$ cat config.mk
export PLATFORM = sky130hd
export DESIGN_NAME = gpu_dispatcher
export DESIGN_NICKNAME = d
export VERILOG_FILES = /design/src/rtl/gpu_dispatcher_pkg.sv /design/src/rtl/gpu_dispatcher_cmd_fifo.sv /design/src/rtl/gpu_dispatcher.sv
export SDC_FILE = /design/constraint.sdc
export NUM_CORES = 1
export LEC_CHECK = 0
export CORE_ASPECT_RATIO = 1.1
export CORE_MARGIN = 10
export CORE_UTILIZATION = 56
export CTS_BUF_LIST = sky130_fd_sc_hd__clkbuf_4
export CTS_CLUSTER_SIZE = 40
export DETAILED_ROUTE_END_ITERATION = 16
export PLACE_DENSITY = 0.83
export SYNTH_ARGS = -nofsm -noshare
export SYNTH_HDL_FRONTEND = slang
export SYNTH_SLANG_ARGS = --single-unit
$ cat constraint.sdc
create_clock -name clk -period 5.1 [get_ports clk]
set_clock_uncertainty 0.15 [all_clocks]
set_input_delay 1.02 -clock clk [delete_from_list [all_inputs] [get_ports clk]]
set_output_delay 1.02 -clock clk [all_outputs]
set_load 0.02 [all_outputs]
$ cat src/rtl/gpu_dispatcher_pkg.sv
// Shared definitions for the GPU job dispatcher: FSM state encoding and
// default widths/addresses used by the top level.
package gpu_dispatcher_pkg;

  localparam int          DEF_WIDTH        = 32;
  localparam logic [31:0] DEF_MAILBOX_ADDR = 32'h0000_0000;

  typedef enum logic [1:0] {
    S_IDLE  = 2'd0,
    S_WRITE = 2'd1,
    S_START = 2'd2,
    S_WAIT  = 2'd3
  } state_t;

endpackage

$ cat src/rtl/gpu_dispatcher_cmd_fifo.sv
// Command FIFO: power-of-two depth circular buffer with occupancy count.
// Head entry is presented combinationally on pop_data.
module cmd_fifo
  import gpu_dispatcher_pkg::*;
#(
  parameter  int WIDTH = DEF_WIDTH,
  parameter  int DEPTH = 4,
  localparam int PTR_W = $clog2(DEPTH),
  localparam int CNT_W = $clog2(DEPTH) + 1
) (
  input  logic             clk,
  input  logic             reset,
  input  logic             push,
  input  logic [WIDTH-1:0] push_data,
  input  logic             pop,
  output logic [WIDTH-1:0] pop_data,
  output logic             full,
  output logic             empty,
  output logic [CNT_W-1:0] count
);

  logic [WIDTH-1:0] r_mem [DEPTH];
  logic [PTR_W-1:0] r_wr_ptr;
  logic [PTR_W-1:0] r_rd_ptr;
  logic [CNT_W-1:0] r_count;
  logic             w_do_push;
  logic             w_do_pop;

  // Guard against overflow/underflow so the pointers never drift.
  assign w_do_push = push && !full;
  assign w_do_pop  = pop && !empty;

  assign full     = (r_count == CNT_W'(DEPTH));
  assign empty    = (r_count == '0);
  assign count    = r_count;
  assign pop_data = r_mem[r_rd_ptr];

  // Storage array carries data only, so it needs no reset.
  always_ff @(posedge clk) begin
    if (w_do_push) r_mem[r_wr_ptr] <= push_data;
  end

  // Pointers wrap naturally at the power-of-two depth; count tracks occupancy.
  always_ff @(posedge clk or posedge reset) begin
    if (reset) begin
      r_wr_ptr <= '0;
      r_rd_ptr <= '0;
      r_count  <= '0;
    end else begin
      if (w_do_push) r_wr_ptr <= r_wr_ptr + PTR_W'(1);
      if (w_do_pop)  r_rd_ptr <= r_rd_ptr + PTR_W'(1);
      case ({w_do_push, w_do_pop})
        2'b10:   r_count <= r_count + CNT_W'(1);
        2'b01:   r_count <= r_count - CNT_W'(1);
        default: r_count <= r_count;
      endcase
    end
  end

endmodule

$ cat src/rtl/gpu_dispatcher.sv
// GPU job dispatcher: queues host commands, writes each one to the shared
// mailbox word, raises a start pulse and waits for the finish pulse or a
// timeout before taking the next job.
module gpu_dispatcher
  import gpu_dispatcher_pkg::*;
#(
  parameter int               WIDTH        = DEF_WIDTH,
  parameter int               FIFO_DEPTH   = 4,
  parameter logic [WIDTH-1:0] MAILBOX_ADDR = WIDTH'(DEF_MAILBOX_ADDR),
  parameter int               TIMEOUT      = 65535
) (
  input  logic             clk,
  input  logic             reset,
  input  logic [WIDTH-1:0] cmd_data,
  input  logic             cmd_valid,
  output logic             cmd_ready,
  output logic [WIDTH-1:0] mem_address,
  output logic [WIDTH-1:0] mem_wdata,
  output logic             mem_wren,
  output logic             interrupt_start,
  input  logic             interrupt_finish,
  output logic             busy,
  output logic [15:0]      done_count,
  output logic             error
);

  localparam int CNT_W = $clog2(FIFO_DEPTH) + 1;
  localparam int TMO_W = $clog2(TIMEOUT + 1);

  state_t           r_state;
  state_t           w_next;
  logic [WIDTH-1:0] r_job;
  logic [TMO_W-1:0] r_tmo;
  logic [15:0]      r_done_count;
  logic             r_error;

  logic             w_push;
  logic             w_pop;
  logic [WIDTH-1:0] w_head;
  logic             w_full;
  logic             w_empty;
  logic [CNT_W-1:0] w_count;
  logic             w_finish;
  logic             w_tmo_hit;

  assign cmd_ready = (w_count < CNT_W'(FIFO_DEPTH));
  assign w_push    = cmd_valid && !w_full;
  assign w_pop     = (r_state == S_IDLE) && !w_empty;

  // Finish is only meaningful while waiting; the timeout fires on the
  // TIMEOUT-th WAIT cycle, and a coincident finish takes priority.
  assign w_finish  = (r_state == S_WAIT) && interrupt_finish;
  assign w_tmo_hit = (r_state == S_WAIT) && (r_tmo == TMO_W'(TIMEOUT - 1));

  cmd_fifo #(
    .WIDTH (WIDTH),
    .DEPTH (FIFO_DEPTH)
  ) u_cmd_fifo (
    .clk       (clk),
    .reset     (reset),
    .push      (w_push),
    .push_data (cmd_data),
    .pop       (w_pop),
    .pop_data  (w_head),
    .full      (w_full),
    .empty     (w_empty),
    .count     (w_count)
  );

  // State register; reset aborts any job in flight.
  always_ff @(posedge clk or posedge reset) begin
    if (reset) r_state <= S_IDLE;
    else       r_state <= w_next;
  end

  // Next-state logic: IDLE -> WRITE -> START -> WAIT -> IDLE.
  always_comb begin
    w_next = r_state;
    case (r_state)
      S_IDLE:  if (!w_empty) w_next = S_WRITE;
      S_WRITE: w_next = S_START;
      S_START: w_next = S_WAIT;
      S_WAIT:  if (w_finish || w_tmo_hit) w_next = S_IDLE;
      default: w_next = S_IDLE;
    endcase
  end

  // Job register captures the FIFO head as it is popped.
  always_ff @(posedge clk) begin
    if (w_pop) r_job <= w_head;
  end

  // Timeout counter: cleared on START, counts WAIT cycles.
  always_ff @(posedge clk or posedge reset) begin
    if (reset)                                    r_tmo <= '0;
    else if (r_state == S_START)                  r_tmo <= '0;
    else if (r_state == S_WAIT && !w_finish && !w_tmo_hit)
                                                  r_tmo <= r_tmo + TMO_W'(1);
  end

  // Completed-job counter wraps naturally at 16 bits; error is sticky.
  always_ff @(posedge clk or posedge reset) begin
    if (reset) begin
      r_done_count <= '0;
      r_error      <= 1'b0;
    end else begin
      if (w_finish)                       r_done_count <= r_done_count + 16'd1;
      if (w_tmo_hit && !interrupt_finish) r_error      <= 1'b1;
    end
  end

  // Outputs decode from state (and the registered job), so they drop
  // immediately when reset asserts.
  assign mem_wren        = (r_state == S_WRITE);
  assign mem_address     = mem_wren ? MAILBOX_ADDR : '0;
  assign mem_wdata       = mem_wren ? r_job : '0;
  assign interrupt_start = (r_state == S_START);
  assign busy            = !w_empty || (r_state != S_IDLE);
  assign done_count      = r_done_count;
  assign error           = r_error;

endmodule

Yosys cells after proc, flatten, opt, wreduce, memory -nomap -nowiden. Memories as Yosys holds them, arrays and structs flattened. A register that Yosys moved wholly into a read port is not among the register bits. Index checks and enable logic that the tools add are counted.

Register bits: 42. Bits in writable memories: 128. Output and inout bits: 85. Memories: 1.

$add $sub $neg: 6. $lt $le $gt $ge: 1. Equal/unequal tests: 9. Mux-type cells: 9. Reduce and logical (&&, ||, !) cells: 22.

Memory list: u_cmd_fifo.r_mem (words 4, width 32, rd ports 1, clocked after memory_dff 1, wr ports 1, line gpu_dispatcher_cmd_fifo.sv:22) `logic [WIDTH-1:0] r_mem [DEPTH];`.

Operator list (number): 16-bit by 1-bit adder with 16-bit output (second input constant) (2); 16-bit 2-to-1 mux (2); 32-bit 2-to-1 mux (1); 16-bit equality test (second input constant) (1); 1-bit logical AND (9); 2-bit one-hot mux with 4 select lines (1); 2-bit equality test (second input constant) (3); 3-bit one-hot mux with 2 select lines (1); 2-bit nonzero test (3); 1-bit logical NOT (5); 2-bit by 1-bit adder with 2-bit output (second input constant) (2); 2-bit by 1-bit equality test with 1-bit output (second input constant) (2); 2-bit 2-to-1 mux (2); 2-bit inequality test (second input constant) (2); 3-bit by 1-bit adder with 3-bit output (second input constant) (1); 3-bit equality test (second input constant) (1); 3-bit logical NOT (1); 3-bit < comparator (second input constant) (1); 3-bit by 1-bit subtractor with 3-bit output (second input constant) (1); 2-bit logical NOT (1); 1-bit logical OR (2); 1-bit 2-to-1 mux (2); 2-bit AND reduction (1).

Longest topological paths before layout. Gate-level depths: netlist (run 1).

Depth after elaboration: 7. Depth in mapped cells: 9.

Cells and area by module. A second synthesis (run 1) with hierarchy kept.

Cells, all modules: 489. Area, all modules: 8355.5 µm².

By module, submodules not included: cmd_fifo (instances 1, cells each 206, area an instance 5094.9 µm², seq. area each 4018.9 µm²); gpu_dispatcher (instances 1, cells each 283, area an instance 3260.6 µm², seq. area each 1836.8 µm²).

Worst setup path before layout (run 1). OpenSTA, ideal clock, no wires.

Path type: reg2reg. Start: register r_state[0]. End: register u_cmd_fifo.r_count[2] (netlist: u_cmd_fifo.count[2]). Data arrival time: 3.449 ns. Slack: 1.421 ns. Stages on the path, launching flop included: 10. Path buffers: 0. Cell sequence: dfrtp_1 > inv_1 > ha_1 > nor2b_1 > ha_1 > inv_1 > fa_1 > xor2_1 > nor2_1 > xnor2_1.

Word-level cells in the longest chain between the ends: 5.

RTL lines: from (decl) (line gpu_dispatcher.sv:30) `state_t r_state;`; from (signal assigned) (line gpu_dispatcher.sv:73) `else r_state <= w_next;`; 2-bit logical NOT * (line gpu_dispatcher.sv:48) `assign w_pop = (r_state == S_IDLE) && !w_empty;`; 1-bit logical AND * (line gpu_dispatcher.sv:48); net u_cmd_fifo.pop (line gpu_dispatcher_cmd_fifo.sv:15) `input logic pop,`; 1-bit logical AND * (line gpu_dispatcher_cmd_fifo.sv:31) `assign w_do_pop = pop && !empty;`; 2-bit by 1-bit equality test with 1-bit output / 2-bit equality test (equally long branches) (line gpu_dispatcher_cmd_fifo.sv:52) `case ({w_do_push, w_do_pop})`; 3-bit one-hot mux with 2 select lines / 2-bit nonzero test (equally long branches); to (signal assigned) (line gpu_dispatcher_cmd_fifo.sv:53) `2'b10: r_count <= r_count + CNT_W'(1);`; to (signal assigned) (line gpu_dispatcher_cmd_fifo.sv:54) `2'b01: r_count <= r_count - CNT_W'(1);`; to (signal assigned) (line gpu_dispatcher_cmd_fifo.sv:55) `default: r_count <= r_count;`; to (decl) (line gpu_dispatcher_cmd_fifo.sv:25) `logic [CNT_W-1:0] r_count;`.

The timed path passes the listed nets; every way through them passes the cells marked *. A chain may end at the register's enable or synchronous reset.

Final worst setup path (run 1).
Start: register r_state[1]. End: output mem_wdata[0].

Word-level cells in the longest chain between the ends: 2.

RTL lines: 2-bit by 1-bit equality test with 1-bit output (line gpu_dispatcher.sv:114) `assign mem_wren = (r_state == S_WRITE);`; 32-bit 2-to-1 mux (line gpu_dispatcher.sv:116) `assign mem_wdata = mem_wren ? r_job : '0;`; to (decl) (line gpu_dispatcher.sv:18) `output logic [WIDTH-1:0] mem_wdata,`.

Every way passes these cells.

==> results of run 1 <==
final cells by class:
| cell class | instances | area (sq um) | area share (%) |
|---|---|---|---|
| Inverter | 14 | 52.6 | 0.531 |
| Sequential cell | 202 | 5860 | 59.2 |
| Tap cell | 192 | 240 | 2.43 |
| Multi-Input combinational cell | 252 | 2200 | 22.2 |
| Clock buffer | 70 | 526 | 5.31 |
| Clock inverter | 25 | 123 | 1.24 |
| Timing Repair Buffer | 91 | 903 | 9.12 |
cell usage in the layout, fill, tap and decap left out, types with 9 or more instances in the layout:
cell type / n
a21oi_1: 9
and2_1: 35
clkbuf_4: 70
clkdlybuf4s50_1: 88
clkinv_1: 21
conb_1: 32
dfrtp_1: 40
edfxtp_1: 160
ha_1: 13
inv_1: 14
mux4_2: 32
nand2_1: 15
nand3_1: 9
nor2_1: 13
xnor2_1: 14
sequential cells by signal, indices dropped and copies added, names as in the netlist:
signal	cells
u_cmd_fifo.r_mem	128
r_job	32
done_count	16
r_tmo	16
u_cmd_fifo.count	3
r_state	2
u_cmd_fifo.r_rd_ptr	2
u_cmd_fifo.r_wr_ptr	2
error	1
through the flow:
stage | hold WS [ns] | cells | total power [W] | utilization (%)
floorplan | 0.339 | 515 | 0.00343 | -
global placement | 0.303 | 751 | 0.00394 | 64.1
detailed placement | 0.317 | 751 | 0.00402 | 64.1
CTS | 0.330 | 846 | 0.00533 | 68.6
global route | 0.351 | 846 | 0.00558 | 68.6
finish | 0.325 | 846 | 0.00526 | 68.6
cells by family (layout without fill, tap and decap cells):
group | after synthesis | in the layout
XOR/XNOR | 21 | 21
flip-flops | 202 | 202
multiplexers | 40 | 40
buffers and inverters | 61 | 200
AO/OA/AOI/OAI | 27 | 27
AND/OR/NAND/NOR | 118 | 118
adder cells (fa/ha/maj) | 14 | 14
other | 1 | 32
worst paths after layout:
path,end
max,mem_wdata[0]
min,error$_DFFE_PP0P_
max reg2reg,u_cmd_fifo.count[2]$_DFFE_PP0P_
min reg2reg,error$_DFFE_PP0P_
max in group asynchronous,u_cmd_fifo.r_rd_ptr[0]$_DFFE_PP0P_
min in group asynchronous,r_tmo[13]$_DFFE_PP0P_
Yosys cell counts, types with 2 or more instances:
library cell | n | area [sq um]
a21oi_1 | 9 | 45.0
and2_1 | 39 | 244
and3_1 | 2 | 12.5
and4_1 | 2 | 17.5
buf_2 | 3 | 15.0
buf_4 | 32 | 240
clkbuf_1 | 11 | 41.3
dfrtp_1 | 42 | 1050
edfxtp_1 | 160 | 4800
ha_1 | 13 | 163
inv_1 | 14 | 52.6
mux2_1 | 2 | 22.5
mux2_2 | 4 | 45.0
mux2i_1 | 2 | 20.0
mux4_2 | 32 | 721
nand2_1 | 15 | 56.3
nand3_1 | 9 | 45.0
nand4_1 | 6 | 37.5
nor2_1 | 13 | 48.8
nor2b_1 | 4 | 25.0
nor3_1 | 4 | 20.0
nor4_1 | 5 | 31.3
o21ai_0 | 6 | 30.0
o31ai_1 | 6 | 45.0
or3_1 | 5 | 31.3
or4_1 | 6 | 45.0
xnor2_1 | 14 | 123
xor2_1 | 7 | 61.3
worst reg2reg max path, cell delays in order (launching register included):
cell     delay (ns)
dfrtp_1        0.41
inv_1          0.13
ha_1           0.19
nor2b_4        0.13
buf_4          0.48
ha_1           0.31
inv_1          0.06
fa_1           0.37
xor2_1         0.16
nor2_1         0.14
xnor2_1        0.14
power by group through the flow:
stage	Clock [W]	Sequential [W]	Combinational, W
6_report	0.00132	0.00249	0.00146
5_1_grt	0.00145	0.00254	0.00159
4_1_cts	0.00134	0.00250	0.00149
3_5_place_dp	0	0.00253	0.00148
3_3_place_gp	0	0.00251	0.00143
2_1_floorplan	0	0.00241	0.00102
metal layers:
metal / vias to the layer above / wire (um)
li1: 2070 / -
met1: 2280 / 6180
met2: 172 / 8330
met3: 33 / 1220
met4: 0 / 251
met5: - / 0
==> flow_metrics.py, run 1 <==
metrics = {
    "route": {
        "wire_per_inst_um": 18.9,
        "via_per_inst": 5.38,
        "firstDrtPassIters": 4,
        "drc": 0,
        "drt_iter0_markers": 286,
        "finalWirelength_mm": 16.0,
        "ant_nets": 0,
        "vias": 4555,
    },
    "grt": {
        "grt_max_degree": 43,
        "grt.met2_usage_pct": 27.8,
        "grt_first_pass_wirelength_mm": 25.9,
        "grt.busiest_layer": "met2",
        "grt_remaining_overflow": 0,
        "grt_pass1_vias": 4957,
        "antenna_found_initial": 0,
        "met3_usage_pct": 5.32,
        "gr-usage-met1_pct": 18.8,
        "track_usage_pct": 16.3,
    },
    "pwr": {
        "seq_power_share_pct": 47.4,
        "p_leak_nw": 3.63,
        "vdd_drop_max_mv": 0.313,
        "power_density_nw_per_um2": 531,
        "p_clk_share_pct": 25.0,
        "p_sw_w": 0.00162,
        "internal_power_w": 0.00364,
        "combPwrFrac_pct": 27.7,
        "swShare_pct": 30.9,
    },
    "yosys": {
        "synthMuxAreaShare_pct": 9.75,
        "synth-main-ff-cell": "edfxtp_1",
        "ys_warn_count": 0,
        "ys_seq_area_share_pct": 70.7,
        "syn_area_per_cell_sq_um": 17.1,
        "synth-edff-count": 160,
        "yosys.area_share.simple_pct": 8.62,
        "yosys.area_share.adder_pct": 2.20,
        "synthCells": 484,
        "postSynth.asyncResetShare_pct": 20.8,
        "synth_cell_types": 45,
        "synth-seq-cells": 202,
        "yosys.area_share.xor_xnor_pct": 2.22,
        "synth_top_family_by_area": "multiplexers",
        "synth-compound-area-share_pct": 2.16,
        "netlist_area_sq_um": 8290,
    },
    "critical_path": {
        "ff2ff_path_depth": 10,
        "critPathSlowestCell": "ha_1",
        "path_max_fanout": 33,
        "path_buf_inv": 2,
        "cp.required_ns": 3.93,
        "r2r-start": "r_state[0]$_DFFE_PP0P_",
        "slowest_delay_ns": 0.95,
        "critPathTopFamily": "adder cells",
        "r2r_setup_slack_ns": 2.35,
        "cp-end-kind": "primary output",
        "path_cells": "inv_1 > ha_1 > and2_1 > clkdlybuf4s50_1",
        "critPathLaunchType": "flop",
        "path_class": "reg -> out",
        "cp_num_cells": 4,
        "crit_path_start": "r_state[1]$_DFFE_PP0P_",
        "worst_ep_arrival_time_ns": 3.03,
    },
    "finish": {
        "drive_above_1_share_pct": 19.3,
        "fin_area_sq_um": 9900,
        "syn_to_final_growth_pct": 19.5,
        "fillCellCount": 995,
        "nets": 662,
        "diodes": 0,
    },
    "die": {
        "die_w_um": 136,
        "die_area_sq_um": 20100,
        "rows": 46,
        "core_area_sq_um": 14400,
        "ios": 121,
        "die_y_um": 148,
        "start_util_pct": 57.4,
    },
    "min_path": {
        "min_path_cells": 1,
        "hp-class": "reg -> reg",
        "hold_path.startpoint": "error$_DFFE_PP0P_",
    },
    "placement": {
        "port_buffers": 88,
        "placed_area_sq_um": 9260,
        "hpwl_mm": 10.1,
        "dpl_worst_slack_ns": 1.47,
        "gp_congestion": 0.785,
    },
    "sta": {
        "rsz0062_at_grt": "false",
        "setup_viol": 0,
        "tns_ns": 0,
        "max_freq_mhz": 238,
        "tightest_slew_ns": 1.18,
        "final-hold-violation-count": 0,
        "setup_ws_ns": 0.897,
        "slew_headroom_pct": 21.4,
        "finalCritPeriodShare_pct": 82.4,
        "fin_crit_ns": 4.20,
        "slew_viol_final": 0,
    },
    "clock_network": {
        "cts_htree_levels": 2,
        "cts.sinks": 202,
        "cts_tree": "built",
        "clockBufferDepth": 3,
        "postCtsHoldBufs": 0,
        "post-cts-setup-buffers": 0,
        "cts_buffers": 51,
        "clkTransAtPathRegs_ns": 0.06,
        "clock_latency_ns": 0.63,
        "cts_resized": 0,
        "cts_root_buf": "clkbuf_4",
    },
    "job": {
        "cap_violations": 0,
    },
    "outcome": {
        "status": "complete, no violations",
    },
}
(Power assumes the default switching activity.)
==> run 2: changes to the inputs <==
==> constraint.sdc (replaced) <==
create_clock -name clk -period 3.97 [get_ports clk]
set_clock_uncertainty 0.15 [all_clocks]
set_input_delay 0.794 -clock clk [delete_from_list [all_inputs] [get_ports clk]]
set_output_delay 0.794 -clock clk [all_outputs]
set_load 0.02 [all_outputs]
==> run 2 against run 1 <==
- power grew 31%
- register-to-register slack worse by 0.73 ns
- sequential power up 29%
- critical path depth grew 1
- worst hold slack improved by 0.014 ns
- non-clock buffer count grew 3
- flip-flop and latch count unchanged
- critical path type unchanged
- critical endpoint is now mem_wdata[1]
- largest cell class unchanged
==> flow_metrics.py, run 2 (same netlist as run 1, synthesis figures left out) <==
metrics = {
    "die": {
        "die_y_um": 148,
        "start_util_pct": 57.4,
        "die_w_um": 136,
        "die_area_sq_um": 20100,
        "rows": 46,
        "ios": 121,
        "core_area_sq_um": 14400,
    },
    "route": {
        "via_per_inst": 5.37,
        "highest_layer": "met4",
        "ant_nets": 0,
        "firstDrtPassIters": 4,
        "vias": 4519,
        "wire_per_inst_um": 19.2,
        "finalWirelength_mm": 16.2,
        "dr_wl_met2_mm": 8.34,
        "wirelength_met1_mm": 6.04,
        "route.met3.wl_mm": 1.49,
        "drt_iter0_markers": 269,
        "drc": 0,
    },
    "pwr": {
        "p_total_w": 0.00688,
        "p_leak_nw": 3.67,
        "swShare_pct": 30.1,
        "internal_power_w": 0.00481,
        "seq_power_share_pct": 46.9,
        "power_density_nw_per_um2": 691,
        "p_sw_w": 0.00207,
        "vdd_drop_max_mv": 0.488,
        "combPwrFrac_pct": 26.8,
        "p_clk_share_pct": 26.3,
    },
    "clock_network": {
        "cts_htree_levels": 2,
        "clockBufferDepth": 3,
        "cts_buffers": 49,
        "clkTransAtPathRegs_ns": 0.07,
        "cts_tree": "built",
        "cts_root_buf": "clkbuf_4",
        "postCtsHoldBufs": 0,
        "post-cts-setup-buffers": 0,
        "cts_resized": 0,
        "cts.sinks": 202,
        "clock_latency_ns": 0.66,
    },
    "sta": {
        "fin_crit_ns": 3.67,
        "slew_headroom_pct": 35.5,
        "setup_viol": 0,
        "rsz0062_at_grt": "false",
        "max_freq_mhz": 273,
        "slew_viol_final": 0,
        "tightest_slew_ns": 0.966,
        "setup_ws_ns": 0.302,
        "final-hold-violation-count": 0,
        "tns_ns": 0,
        "finalCritPeriodShare_pct": 92.4,
    },
    "grt": {
        "grt_remaining_overflow": 0,
        "antenna_found_initial": 0,
        "grt_max_degree": 35,
        "grt_pass1_vias": 4980,
        "track_usage_pct": 16.7,
        "grt_first_pass_wirelength_mm": 26.4,
    },
    "critical_path": {
        "critPathLaunchType": "flop",
        "r2r_end": "r_state[1]$_DFFE_PP0P_",
        "critPathSlowestCell": "clkdlybuf4s50_1",
        "slowest_delay_ns": 0.63,
        "ff2ff_path_depth": 6,
        "r2r_setup_slack_ns": 1.62,
        "worst_ep_arrival_time_ns": 2.72,
        "cp-end-kind": "primary output",
        "path_class": "reg -> out",
        "path_max_fanout": 20,
        "r2r-start": "r_tmo[0]$_DFFE_PP0P_",
        "path_cells": "inv_1 > ha_1 > buf_4 > and2_1 > clkdlybuf4s50_1",
        "cp.required_ns": 3.03,
    },
    "placement": {
        "dpl_worst_slack_ns": 0.915,
        "gp_congestion": 0.808,
        "port_buffers": 88,
        "hpwl_mm": 10.4,
    },
    "min_path": {
        "hold_path.startpoint": "done_count[15]$_DFFE_PP0P_",
        "min_path_cells": 1,
        "hp-class": "reg -> reg",
        "worstHoldEndpoint": "done_count[15]$_DFFE_PP0P_",
    },
    "outcome": {
        "status": "complete, no violations",
    },
    "finish": {
        "largest_reg_flops": 128,
        "nets": 663,
        "top_regs": "u_cmd_fifo.r_mem: 128 flops, r_job: 32 flops",
        "drive_above_1_share_pct": 21.2,
        "syn_to_final_growth_pct": 20.2,
        "largest-register": "u_cmd_fifo.r_mem",
        "final_common_cell": "edfxtp_1",
        "diodes": 0,
        "final_cell_mix": "edfxtp_1 (160), clkdlybuf4s50_1 (88), clkbuf_4 (78), dfrtp_1 (40), and2_1 (35)",
    },
    "job": {
        "cap_violations": 0,
    },
}
==> run 2: cell types whose count changed in the layout (fill, tap and decap cells not counted) <==
cell,change
buf_4,+3
bufinv_16,+1
clkbuf_4,+8
inv_6,+1
clkinv_1,-16
inv_2,-1
==> run 2: power by group through the flow <==
stage	logic, W	registers (W)	clock network [W]
5_1_grt	0.00201	0.00329	0.00199
2_1_floorplan	0.00131	0.00310	0
3_5_place_dp	0.00188	0.00328	0
4_1_cts	0.00189	0.00324	0.00186
3_3_place_gp	0.00182	0.00324	0
6_report	0.00185	0.00322	0.00181
==> run 2: per-stage QoR <==
step	cells	utilization, %	cell area [sq um]	hold WS (ns)
3_3_place_gp	754	64.2	9280	0.306
3_5_place_dp	754	64.2	9280	0.322
5_1_grt	842	69.0	9960	0.375
2_1_floorplan	515	-	8400	0.339
4_1_cts	842	69.0	9960	0.346
6_report	842	69.0	9960	0.339
==> run 2: layout make-up <==
type / instances / area [sq um]
Timing Repair Buffer: 94 / 926
Multi-Input combinational cell: 252 / 2200
Clock inverter: 10 / 97.6
Fill cell: 980 / 4490
Clock buffer: 78 / 586
Inverter: 14 / 52.6
Sequential cell: 202 / 5860
Tap cell: 192 / 240
==> run 2: metal layers <==
layer,vias to the layer above,track usage (%)
met5,-,0
met4,0,5.97
met3,24,5.66
met2,188,28.5
met1,2238,19.0
li1,2069,-
==> run 2: how the worst max path moves through the flow <==
stage	startpoint	endpoint	slack [ns]	cells after the start
after floorplan	r_state[0]$_DFFE_PP0P_	u_cmd_fifo.count[2]$_DFFE_PP0P_	0.29	9
after detailed placement	r_state[1]$_DFFE_PP0P_	mem_wdata[1]	0.91	5
final	r_state[1]$_DFFE_PP0P_	mem_wdata[1]	0.30	5
after global placement	r_state[1]$_DFFE_PP0P_	mem_wdata[9]	1.00	5
after global routing	r_state[1]$_DFFE_PP0P_	mem_wdata[16]	0.07	5
after CTS	r_state[1]$_DFFE_PP0P_	mem_wdata[1]	0.21	5
==> run 2: worst max-delay path, delay by kind of cell (launching register included) <==
kind | cells | cell delay, ns
and+or+nand+nor | 1 | 0.17
DFF | 1 | 0.41
buffers and inverters | 3 | 1.06
adders and majority gates | 1 | 0.45
==> run 3: changes to the inputs <==
--- a/config.mk
+++ b/config.mk
@@ -12,6 +12,7 @@
 export CTS_CLUSTER_SIZE = 40
 export DETAILED_ROUTE_END_ITERATION = 16
 export PLACE_DENSITY = 0.83
+export SLEW_MARGIN = 10
 export SYNTH_ARGS = -nofsm -noshare
 export SYNTH_HDL_FRONTEND = slang
 export SYNTH_SLANG_ARGS = --single-unit
==> constraint.sdc (replaced) <==
create_clock -name clk -period 3.85 [get_ports clk]
set_clock_uncertainty 0.15 [all_clocks]
set_input_delay 0.77 -clock clk [delete_from_list [all_inputs] [get_ports clk]]
set_output_delay 0.77 -clock clk [all_outputs]
set_load 0.02 [all_outputs]
==> run 3 against run 2 <==
- sequential share of layout area increased by 0.29 points
- first-iteration DRC count up 47%
- die area unchanged
- utilization shrank 0.31 points
- worst setup slack worse by 0.13 ns
- combinational power barely moved
- cell count fell by 0.12%
- register-to-register slack worse by 0.23 ns
- largest cell class unchanged
- global-route usage shrank 0.23 points
==> flow_metrics.py, run 3 (same netlist as run 1, synthesis figures left out) <==
metrics = {
    "die": {
        "die_w_um": 136,
        "die_y_um": 148,
        "die_area_sq_um": 20100,
        "rows": 46,
        "start_util_pct": 57.4,
        "core_area_sq_um": 14400,
        "ios": 121,
    },
    "grt": {
        "track_usage_pct": 16.4,
        "antenna_found_initial": 0,
        "grt_remaining_overflow": 0,
        "grt_pass1_vias": 4883,
        "grt_first_pass_wirelength_mm": 26.2,
        "grt_max_degree": 35,
    },
    "critical_path": {
        "critPathLaunchType": "flop",
        "path_class": "reg -> out",
        "path_max_fanout": 20,
        "ff2ff_path_depth": 6,
        "r2r-start": "r_tmo[0]$_DFFE_PP0P_",
        "r2r_setup_slack_ns": 1.39,
        "worst_ep_arrival_time_ns": 2.75,
        "r2r_end": "r_state[1]$_DFFE_PP0P_",
        "cp-end-kind": "primary output",
        "cp.required_ns": 2.93,
    },
    "route": {
        "firstDrtPassIters": 4,
        "vias": 4470,
        "drc": 0,
        "via_per_inst": 5.32,
        "finalWirelength_mm": 16.3,
        "ant_nets": 0,
        "wire_per_inst_um": 19.3,
        "drt_iter0_markers": 396,
    },
    "clock_network": {
        "cts_htree_levels": 2,
        "cts.sinks": 202,
        "cts_root_buf": "clkbuf_4",
        "post-cts-setup-buffers": 0,
        "postCtsHoldBufs": 0,
        "clkTransAtPathRegs_ns": 0.06,
        "cts_tree": "built",
        "cts_buffers": 48,
        "clock_latency_ns": 0.62,
        "cts_resized": 0,
        "clockBufferDepth": 3,
    },
    "job": {
        "cap_violations": 0,
    },
    "finish": {
        "largest-register": "u_cmd_fifo.r_mem",
        "fin_area_sq_um": 9920,
        "post-route-util_pct": 68.6,
        "final_cell_mix": "edfxtp_1 (160), clkdlybuf4s50_1 (88), clkbuf_4 (76), dfrtp_1 (40), and2_1 (35)",
        "largest_reg_flops": 128,
        "drive_above_1_share_pct": 20.3,
        "top_regs": "u_cmd_fifo.r_mem: 128 flops, r_job: 32 flops",
        "nets": 661,
        "diodes": 0,
        "syn_to_final_growth_pct": 19.6,
        "final_common_cell": "edfxtp_1",
    },
    "placement": {
        "hpwl_mm": 10.6,
        "placed_area_sq_um": 9270,
        "gp_congestion": 0.871,
        "port_buffers": 88,
    },
    "sta": {
        "holdWs_ns": 0.327,
        "final-hold-violation-count": 0,
        "setup_viol": 0,
        "slew_viol_final": 0,
        "rsz0062_at_grt": "false",
        "max_freq_mhz": 272,
        "tightest_slew_ns": 0.870,
        "finalCritPeriodShare_pct": 95.4,
        "fin_crit_ns": 3.67,
        "tns_ns": 0,
        "slew_headroom_pct": 42.0,
    },
    "pwr": {
        "p_leak_nw": 3.65,
        "power_density_nw_per_um2": 705,
        "p_total_w": 0.00699,
        "vdd_drop_max_mv": 0.395,
    },
    "min_path": {
        "min_path_cells": 1,
        "worstHoldEndpoint": "error$_DFFE_PP0P_",
        "hp-class": "reg -> reg",
        "hold_path.startpoint": "error$_DFFE_PP0P_",
    },
    "outcome": {
        "status": "complete, no violations",
    },
}
## run 3: cell types whose count changed in the layout (fill, tap and decap cells not counted), sizes merged
cell / change
buf: -1
bufinv: -1
inv: -1
clkinv: +4
clkbuf: -2
## run 3: cell type report
type	instances	area [sq um]
inverters	14	52.6
fillers	977	4530
flip-flops and latches	202	5860
well taps	192	240
clock inverters	12	72.6
repair buffers	93	918
clock buffers	76	571
multi-input cells	252	2200
## run 3: routing by layer
| metal | vias up | wire [um] | share of wire, % | track usage, % |
|---|---|---|---|---|
| li1 | 2053 | - | - | - |
| met1 | 2239 | 6300 | 39 | 19.4 |
| met2 | 163 | 8590 | 53 | 28.1 |
| met3 | 15 | 1230 | 7.6 | 4.95 |
| met4 | 0 | 133 | 0.82 | 5.33 |
| met5 | - | 0 | 0 | 0 |
## run 3: stage by stage
stage                     cells  setup WS (ns)
after floorplan             515          0.171
final                       841          0.177
after global placement      753          0.949
after CTS                   841          0.130
after detailed placement    753          0.816
after global routing        841         0.0262
## run 3: how the worst max path moves through the flow
stage	start	end	slack (ns)	cells after the start
floorplan	r_state[0]$_DFFE_PP0P_	u_cmd_fifo.count[2]$_DFFE_PP0P_	0.17	9
global placement	r_state[1]$_DFFE_PP0P_	mem_wdata[9]	0.95	5
detailed placement	r_state[1]$_DFFE_PP0P_	mem_wdata[0]	0.82	5
CTS	r_state[1]$_DFFE_PP0P_	mem_wdata[0]	0.13	5
global route	r_state[1]$_DFFE_PP0P_	mem_wdata[14]	0.03	5
finish	r_state[1]$_DFFE_PP0P_	mem_wdata[0]	0.18	5
## run 3: power breakdown
| group | total [W] | internal, W | switching, W |
|---|---|---|---|
| Sequential | 0.00337 | 0.00301 | 0.000359 |
| Combinational | 0.00186 | 0.000896 | 0.000968 |
| Clock | 0.00176 | 0.000963 | 0.000795 |
| Total | 0.00699 | 0.00487 | 0.00212 |
## run 3: critical path: stages, from the launching register on
cell	delay [ns]
dfrtp_1	0.42
inv_1	0.12
ha_1	0.48
buf_4	0.33
and2_1	0.17
clkdlybuf4s50_1	0.61
==> edit 1, RTL diff (config.mk and constraints of run 2) <==
`FIFO_DEPTH`: 4 -> 16.
--- a/src/rtl/gpu_dispatcher.sv
+++ b/src/rtl/gpu_dispatcher.sv
@@ -5,7 +5,7 @@
   import gpu_dispatcher_pkg::*;
 #(
   parameter int               WIDTH        = DEF_WIDTH,
-  parameter int               FIFO_DEPTH   = 4,
+  parameter int               FIFO_DEPTH   = 16,
   parameter logic [WIDTH-1:0] MAILBOX_ADDR = WIDTH'(DEF_MAILBOX_ADDR),
   parameter int               TIMEOUT      = 65535
 ) (
Check against the original RTL: not equivalent (a bounded check fails within 10 cycles, from zero or initial values and one cycle with reset high).
==> edit 1 against run 2 <==
Design area increased to 2.7 times the old value. Synthesized area rose to 2.8 times the old value. Via count increased to 2.6 times the old value. Non-clock buffer count rose by 39. Worst setup slack worse by 0.11 ns. Routed wire length increased to 2.9 times the old value. Count of clock-buffer cells in the layout grew 137. Sequential cell count up 390. Clock power grew to 2.7 times the old value. Total power increased to 2.6 times the old value.
==> edit 1: results (changes against run 2) <==
- Via count: 11500 (+160%)
- R2R Setup Slk: 0.82 ns (-0.80 ns)
- Number of flops mapped to enable cells by yosys: 544 (+240%)
- Syn-to-layout area delta: 15.7%
- Met1 WL: 18.1 mm (+200%)
- Asr flop ratio synth: 0.0811 (-0.127)
- Crit Path Max Fanout: 7 (-65%)
- GR Util met3: 0.0512 (-0.00537)
- Fraction of layout cells with a size suffix above 1: 0.332 (+0.120)
- Setup crit end: busy
- Layout Nets: 1355 (+100%)
- Reg2reg start: u_cmd_fifo.count[1]
- Multiplexer area fraction after synthesis: 0.159 (+0.0611)
- Arr. time, crit path: 2.84 ns (+0.12 ns)
- Antenna violations before repair: 3 (+3)
- First-pass GRT wire length: 73.1 mm (+180%)
- Top Registers: u_cmd_fifo.r_mem: 512 flops, r_job: 32 flops
- Static Leak: 8.98 nW (+140%)
- Top cells by area, synth: edfxtp_1 (70%), mux4_2 (16%), dfrtp_1 (5.2%)
- Met1 global-route usage: 0.241 (+0.0513)
- Hold Slack: 0.265 ns (-0.0737 ns)
- Initial DRC Count: 1122 (+320%)
- Switching share of power: 0.293 (-0.00778)
- Routability congestion estimate from global placement: 0.778 (-3.7%)
- Status: finished clean
- FILL cells: 2609 (+170%)
- Via/cell ratio: 5.86 (+9.2%)
edit 1: cell count changes in the layout (fill, tap and decap cells not counted), sizes merged, moves of 5 or more:
cell           run 2  this run
mux4              32       160
a21oi              9        17
or4                6        11
xor2               7        13
clkinv             7        26
buf                6        45
nand2             15        21
clkbuf            78       215
edfxtp           160       544
dfrtp             42        48
and2              39        32
nor2              13        22
edit 1: area by class of cell:
class                           count  share of cell area
Inverter                           10             0.00140
Timing Repair Buffer              133              0.0491
Multi-Input combinational cell    421               0.203
Clock inverter                     36             0.00662
Antenna cell                        2            0.000186
Sequential cell                   592               0.654
Clock buffer                      215              0.0601
Tap cell                          560              0.0261
edit 1: critical path, cell delays in order (launching register included):
cell	delay [ns]
dfrtp_1	0.45
nor4_1	0.72
nand3_1	0.26
clkdlybuf4s50_1	0.62
==> edit 2, RTL diff (settings of run 2) <==
Without the edit above. Put one more register stage on the output `done_count`, with the module's reset. The value now appears one clock later. The other outputs are not delayed to match.
--- a/src/rtl/gpu_dispatcher.sv
+++ b/src/rtl/gpu_dispatcher.sv
@@ -116,7 +116,13 @@
   assign mem_wdata       = mem_wren ? r_job : '0;
   assign interrupt_start = (r_state == S_START);
   assign busy            = !w_empty || (r_state != S_IDLE);
-  assign done_count      = r_done_count;
+  always_ff @(posedge clk or posedge reset) begin
+    if (reset) begin
+      done_count <= '0;
+    end else begin
+      done_count <= r_done_count;
+    end
+  end
   assign error           = r_error;
 
 endmodule
Behaviour: not the same (Yosys sat finds a counterexample within 10 cycles, from zero or initial values and one cycle with reset high).
==> edit 2 against run 2 <==
Design area up 3.3%. Largest power group unchanged. Sequential cell count up 16. Total power up 2.0%. Critical path type unchanged. Routed wire length up 2.0%. Synthesized area up 4.2%. Worst setup slack worse by 0.043 ns. Die area up 3.6%. Synthesized cell count up 3.1%.
==> edit 2: results (changes against run 2) <==
- Status: finished clean
- Setup crit end: mem_wdata[18]
- # resized after CTS: 0 (unchanged)
- Number of flops mapped to enable cells by yosys: 160 (unchanged)
- Top cells by count, synth: edfxtp_1 (160), dfrtp_1 (58), and2_1 (37)
- Fin worst setup slack: 0.259 ns (-0.0435 ns)
- Top cells by area, synth: edfxtp_1 (56%), dfrtp_1 (17%), mux4_2 (8.3%)
- R2R cell count: 10 (+4)
- Dpl ws: 0.883 ns (-0.0318 ns)
- Routability congestion estimate from global placement: 0.805 (-0.38%)
- Largest net degree at the start of global routing: 36 (+2.9%)
- Total track usage: 0.161 (-0.00520)
- CP max stage delay: 0.63 ns (about the same)
- Hold Slack: 0.251 ns (-0.0884 ns)
- Switching share of power: 0.301 (about the same)
- Number of hold buffers added after cts: 0 (unchanged)
- Post-Synthesis Cells: 499 (+3.1%)
- Crit Path Max Fanout: 19 (-5.0%)
- Via/cell ratio: 5.35 (-0.35%)
- Hold Crit Depth: 0 (-1)
- Clock Root Buffer: clkbuf_4
- Vias in the first global route: 5230 (+5.0%)
- Slew headroom: 0.389 (+0.0338)
- Layout Nets: 679 (+2.4%)
- Placed cell areas: 9630 µm² (+3.7%)
- Hold Crit Class: flip-flop to flip-flop
- Crit-path leading delay family: buffers and inverters
- Initial DRC Count: 290 (+7.8%)
- Part of the power in combinational logic: 0.261 (-0.007)
- DR pass1 iterations: 5 (+1)
- Wire length per cell after detailed routing: 19.1 µm (-0.58%)
- Reg2reg end: u_cmd_fifo.count[2]
- Asr flop ratio synth: 0.266 (+0.0581)
- Placed insts: 771 (+2.3%)
- Worst-case clock buffer depth: 3 (unchanged)
- Netlist cell types: 40 (-11%)
- Setup bufs post-CTS: 0 (unchanged)
- CTS buffer count: 52 (+6.1%)
- Worst min-delay path startpoint: r_done_count[15]
- CP max-delay cell: clkdlybuf4s50_1
- Non-filler cells, final: 864 (+2.6%)
- Sequential area share after synthesis: 0.725 (+0.0181)
- First-pass GRT wire length: 26.9 mm (+2.2%)
- HPWL Detailed: 10.7 mm (+3.3%)
- Arr. time, crit path: 2.77 ns (+0.05 ns)
- Worst VDD drop: 0.480 mV (-1.6%)
- Clock transition at the registers of the reported paths: 0.06 ns
- Clock group total power: 1.75 mW (-3%)
- Internal: 4.91 mW (+2.0%)
- Fraction of layout cells with a size suffix above 1: 0.195 (-0.0174)
- Htree depth: 2 (unchanged)
- R2R Setup Slk: 1.16 ns (-0.46 ns)
- Hold Path End: done_count[15]
- Static Leak: 3.84 nW (+4.4%)
- Clock Latency Late Sink: 0.64 ns (-0.02 ns)
==> edit 2: cell type report <==
type	instances	area, µm²
clock buffers	75	563
clock inverters	17	96.3
well taps	196	245
inverters	14	52.6
multi-input cells	249	2140
fillers	1001	4830
diodes	1	2.50
flip-flops and latches	218	6260
repair buffers	94	926
==> edit 2: logic make-up (layout without fill, tap and decap cells) <==
logic type | Yosys count | count (layout) | share of synthesized area
adders and majority gates | 14 | 14 | 0.0212
other | 1 | 33 | 0.000434
AOI/OAI and AO/OA | 30 | 30 | 0.0213
xor gates and xnor gates | 21 | 21 | 0.0213
muxes | 38 | 38 | 0.0910
buffers and inverters | 63 | 200 | 0.0420
and+or+nand+nor | 114 | 114 | 0.0781
DFF | 218 | 218 | 0.725
==> edit 2: per-layer routing <==
metal	GRT usage	vias up	wire, µm
li1	-	2101	-
met1	0.180	2326	6170
met2	0.284	168	8760
met3	0.0469	26	1260
met4	0.0717	0	309
met5	0	-	0
